$ cat src/rtl/replica_pkg.sv
// replica_pkg: shared annealer replica types and sizing, including the distance-table loader states.
package replica_pkg;
  typedef logic [15:0] distance_data_t;
  localparam int city_num = 8;
  localparam int city_num_log = 3;
  typedef enum logic [1:0] {IDLE, FETCH, EMIT, DONE} loader_state_t;
endpackage

$ cat src/rtl/tp_dis_loader.sv
// tp_dis_loader: unpacks 64-bit stream words into row-major N x N distance-table writes.
module tp_dis_loader
  import replica_pkg::*;
(
  input  logic                      clk,
  input  logic                      reset,
  input  logic                      start,
  input  logic [city_num_log:0]     city_count,
  input  logic                      running,
  output logic                      busy,
  output logic                      done,
  input  logic                      s_valid,
  input  logic [63:0]               s_data,
  output logic                      s_ready,
  output logic                      tp_dis_write,
  output logic [city_num_log*2-1:0] tp_dis_waddr,
  output distance_data_t            tp_dis_wdata
);
  localparam int W = $bits(distance_data_t);
  localparam int LANES = 64 / W;
  localparam int LW = LANES > 1 ? $clog2(LANES) : 1;
  localparam int RW = city_num_log;
  localparam int NW = city_num_log + 1;
  localparam int CW = city_num_log * 2 + 1;
  if (64 % W != 0) begin : g_lanes_check
    $error("distance_data_t width must divide 64");
  end
  loader_state_t state, state_n;
  distance_data_t [LANES-1:0] word, word_n;
  logic [LW-1:0] lane, lane_n;
  logic [RW-1:0] row, row_n, col, col_n;
  logic [NW-1:0] n, n_n;
  logic [CW-1:0] cnt, cnt_n;
  logic last, lane_end, col_end, load_ok;
  assign busy = state != IDLE;
  assign done = state == DONE;
  always_comb begin
    load_ok = start && !running && city_count >= NW'(2) && city_count <= NW'(city_num);
    last = (cnt + CW'(1)) == CW'(n) * CW'(n);
    lane_end = lane == LW'(LANES - 1);
    col_end = {1'b0, col} == n - NW'(1);
    s_ready = state == FETCH || (state == EMIT && lane_end && !last);
    state_n = state;
    word_n = word;
    lane_n = lane;
    row_n = row;
    col_n = col;
    n_n = n;
    cnt_n = cnt;
    unique case (state)
      IDLE: if (load_ok) begin
        n_n = city_count;
        row_n = '0;
        col_n = '0;
        cnt_n = '0;
        state_n = FETCH;
      end
      FETCH: if (s_valid) begin
        word_n = s_data;
        lane_n = '0;
        state_n = EMIT;
      end
      EMIT: begin
        cnt_n = cnt + CW'(1);
        col_n = col_end ? '0 : col + RW'(1);
        row_n = col_end ? row + RW'(1) : row;
        // a word's leftover lanes are dropped once the final entry is written
        if (last) state_n = DONE;
        else if (!lane_end) lane_n = lane + LW'(1);
        else if (s_valid) begin
          word_n = s_data;
          lane_n = '0;
        end else state_n = FETCH;
      end
      DONE: state_n = IDLE;
      default: state_n = IDLE;
    endcase
  end
  // write outputs are registered from next-state values so a word's lane 0 lands one cycle after its handshake
  always_ff @(posedge clk) begin
    if (reset) begin
      state <= IDLE;
      word <= '0;
      lane <= '0;
      row <= '0;
      col <= '0;
      n <= '0;
      cnt <= '0;
      tp_dis_write <= 1'b0;
      tp_dis_waddr <= '0;
      tp_dis_wdata <= '0;
    end else begin
      state <= state_n;
      word <= word_n;
      lane <= lane_n;
      row <= row_n;
      col <= col_n;
      n <= n_n;
      cnt <= cnt_n;
      tp_dis_write <= state_n == EMIT;
      tp_dis_waddr <= {row_n, col_n};
      tp_dis_wdata <= word_n[lane_n];
    end
  end
endmodule

$ cat config.mk
export PLATFORM = sky130hd
export DESIGN_NAME = tp_dis_loader
export DESIGN_NICKNAME = d
export VERILOG_FILES = /design/src/rtl/replica_pkg.sv /design/src/rtl/tp_dis_loader.sv
export SDC_FILE = /design/constraint.sdc
export NUM_CORES = 1
export LEC_CHECK = 0
export ABC_AREA = 1
export CAP_MARGIN = 20
export CORE_MARGIN = 2
export CORE_UTILIZATION = 57
export CTS_CLUSTER_SIZE = 8
export DETAILED_ROUTE_END_ITERATION = 6
export PLACE_DENSITY_LB_ADDON = 0.25
export RECOVER_POWER = 25
export SLEW_MARGIN = 20
export SYNTH_ARGS = -nofsm -noshare
export SYNTH_HDL_FRONTEND = slang
export SYNTH_SLANG_ARGS = --single-unit
$ cat constraint.sdc
create_clock -name clk -period 3.4 [get_ports clk]
set_input_delay 0.51 -clock clk [delete_from_list [all_inputs] [get_ports clk]]
set_output_delay 0.51 -clock clk [all_outputs]
set_load 0.01 [all_outputs]
==> impl_metrics.tcl <==
set metrics [dict create \
    synth_cells 1366 \
    ios 99 \
    dr.first_iter.drc_count 1005 \
    outcome "completed" \
    syn_area_per_cell_um2 5.68 \
    cts_tree "done" \
    route.vias.total 9086 \
    wirelength_um 22900 \
    critPathLaunchType "flop" \
    final_hold_viol_count 0 \
    layout.cells.non_filler 1578 \
    muxShareOfSynthArea 0 \
    setup_violations 0 \
    die_x_um 121 \
    final_common_cell "nand2_1" \
    clock_path_buffers 2 \
    place_inst 1562 \
    die-area_mm2 0.0146 \
    layout_min_cycle_time_ns 3.11 \
    synthTopCellsByArea "dfxtp_1 (26%), nand2_1 (23%), o21ai_0 (10%)" \
    synth_area_mm2 0.00775 \
    p_leak_nw 4.52 \
    fp-row-count 42 \
    cp.required_ns 3.61 \
    drive_gt1_frac 0.0456 \
    rsz0062_at_grt "false" \
    synth_simple_gate_area_frac 0.419 \
    period_share 0.914 \
    ir_drop_uv 300 \
    drt_first_pass_iters 6 \
    drc 0 \
    ff2ff_path_depth 19 \
    start_util 0.586 \
    nets 1486 \
    cp-end-kind "flop" \
    antenna_found_initial 0 \
    clock_latency_ns 0.35 \
    ant_nets 0 \
    total_power_w 0.00505 \
    grt_util_all_layers 0.315 \
    synth_compound_area_frac 0.176 \
    crit_fanout 66 \
    cp.arrival_ns 3.32 \
    synth_xor_area_frac 0.00565 \
    max_freq_mhz 322 \
    cts_made_buffers 9 \
    vias_per_cell 5.76 \
    worst-setup-path-type "flop to flop" \
    io_buffers 98 \
    synth_top_area_cell "dfxtp_1" \
    setup_tns_ns 0 \
    clk_pin_slew_ns 0.07 \
    tightest_slew_ns 0.769 \
    post_drt_wl_per_cell_um 14.5 \
    holdCritPathClass "input pin to flop" \
    most-common-layout-cells "nand2_1 (484), o21ai_0 (155), nand3_1 (110)" \
    grt_pass1_vias 7880 \
    synth_cell_types 33 \
    p_per_area_mw_per_mm2 558 \
    min_delay_path_depth 2 \
    synth_top_area_share 0.263 \
    fin_skew_ns 0.00921 \
    fillers 1207 \
    ys_ff_latch 102 \
    grt_pass1_wl_um 37900 \
    seq_area_frac_synth 0.263 \
    synth_top_family_by_area "simple AND/OR/NAND/NOR gates" \
    cts_root_buf "clkbuf_16" \
    place.detailed.hpwl_um 14800 \
    cts_num_sinks 102 \
    relSlewSlack 0.487 \
    synthToLayoutAreaGrowth_pct 16.8 \
    yosysWarnings 0 \
    htreeDepth 3 \
    grt_max_degree 129 \
    syn_nets 1454 \
    maxSlewViolCount 0 \
    post_synth_fa_ha_maj_area_fraction 0.0252 \
    max_cap_violations 0 \
    antenna_cells 0 \
    core-area_mm2 0.0132 \
    die_y_um 121 \
    grt_overflow 0 \
    gp_congestion 0.869 \
]
[per-stage QoR]
stage	hold slack [ns]	utilization	setup slack [ns]	instance area [um^2]
CTS	0.393	0.683	0.0282	9050
global route	0.414	0.684	0.00102	9060
global placement	0.464	0.661	0.250	8750
finish	0.392	0.684	0.292	9060
detailed placement	0.477	0.661	0.207	8750
floorplan	0.449	-	0.630	7750
[registers in the layout (all words and copies together) (netlist names), named ones only]
name	count
cnt	7
state	2
word	64
lane	2
tp_dis_write	1
n	4
tp_dis_wdata	16
[worst max-delay path: stages (launching register included)]
cell	delay, ns
dfxtp_2	0.38
nand2_1	0.08
nor2_1	0.14
inv_1	0.08
fa_1	0.45
nand3b_1	0.21
nand2_1	0.11
nand2_1	0.05
nand2_1	0.05
nand2_1	0.05
nand2_2	0.11
buf_12	0.29
nand4_1	0.14
nand3_1	0.14
nand2_1	0.08
nand2_2	0.06
buf_4	0.23
nand2_1	0.09
nand3_1	0.09
a21oi_1	0.07
[cell families (layout without fill, tap and decap cells)]
kind of cell             count (synthesis)  in the layout
AO/OA/AOI/OAI                          266            266
XOR/XNOR                                 5              5
adder cells (fa/ha/maj)                 15             15
buffers and inverters                  211            247
flip-flops                             102            102
AND/OR/NAND/NOR                        767            767
[synthesized netlist by cell type, drive strengths merged]
master	number
fa	1
ha	14
a22oi	1
a31oi	1
nor2	93
clkinv	1
a21oi	101
o21ai	156
buf	40
xor2	2
a221oi	1
xnor2	3
inv	106
nand4	68
nand3	111
nor3	1
and2	1
o31ai	3
nand3b	5
dfxtp	102
nand2	488
o21bai	1
clkbuf	64
o32ai	2
[path summary, 6_finish.rpt]
kind | slack, ns | from | end
hold reg to reg | 0.49 | cnt[4] | cnt[4]
setup / recovery | 0.29 | n[1] | tp_dis_wdata[12]
hold / removal | 0.39 | reset | flop
setup reg to reg | 0.29 | n[1] | tp_dis_wdata[12]
[power breakdown]
group,switching (W),internal [W]
registers,0.000108,0.00146
clock network,0.000473,0.000569
logic,0.00157,0.000877
total,0.00215,0.00290
[area by class of cell]
cell class | count | area (um^2) | area share
repair buffers | 125 | 1240 | 0.137
clock buffers | 10 | 229 | 0.0253
clock inverters | 5 | 58.8 | 0.00649
inverters | 107 | 402 | 0.0443
flip-flops and latches | 102 | 2050 | 0.226
multi-input cells | 1053 | 4860 | 0.536
well taps | 176 | 220 | 0.0243
[per-layer routing]
metal	GRT usage	up-vias	part of all wire	wire length (um)
met5	0	-	0	0
met4	0.112	0	0.029	662
met3	0.0481	49	0.088	2010
met2	0.512	471	0.46	10600
met1	0.425	4040	0.42	9650
li1	-	4526	-	-
[what timing repair did]
item	in CTS	in global routing
pin swaps	1	0
resized for setup	1	4
setup endpoints to repair	1	17
hold buffers	0	0
buffers inserted	1	0
Power figures use the tool's default switching activity.
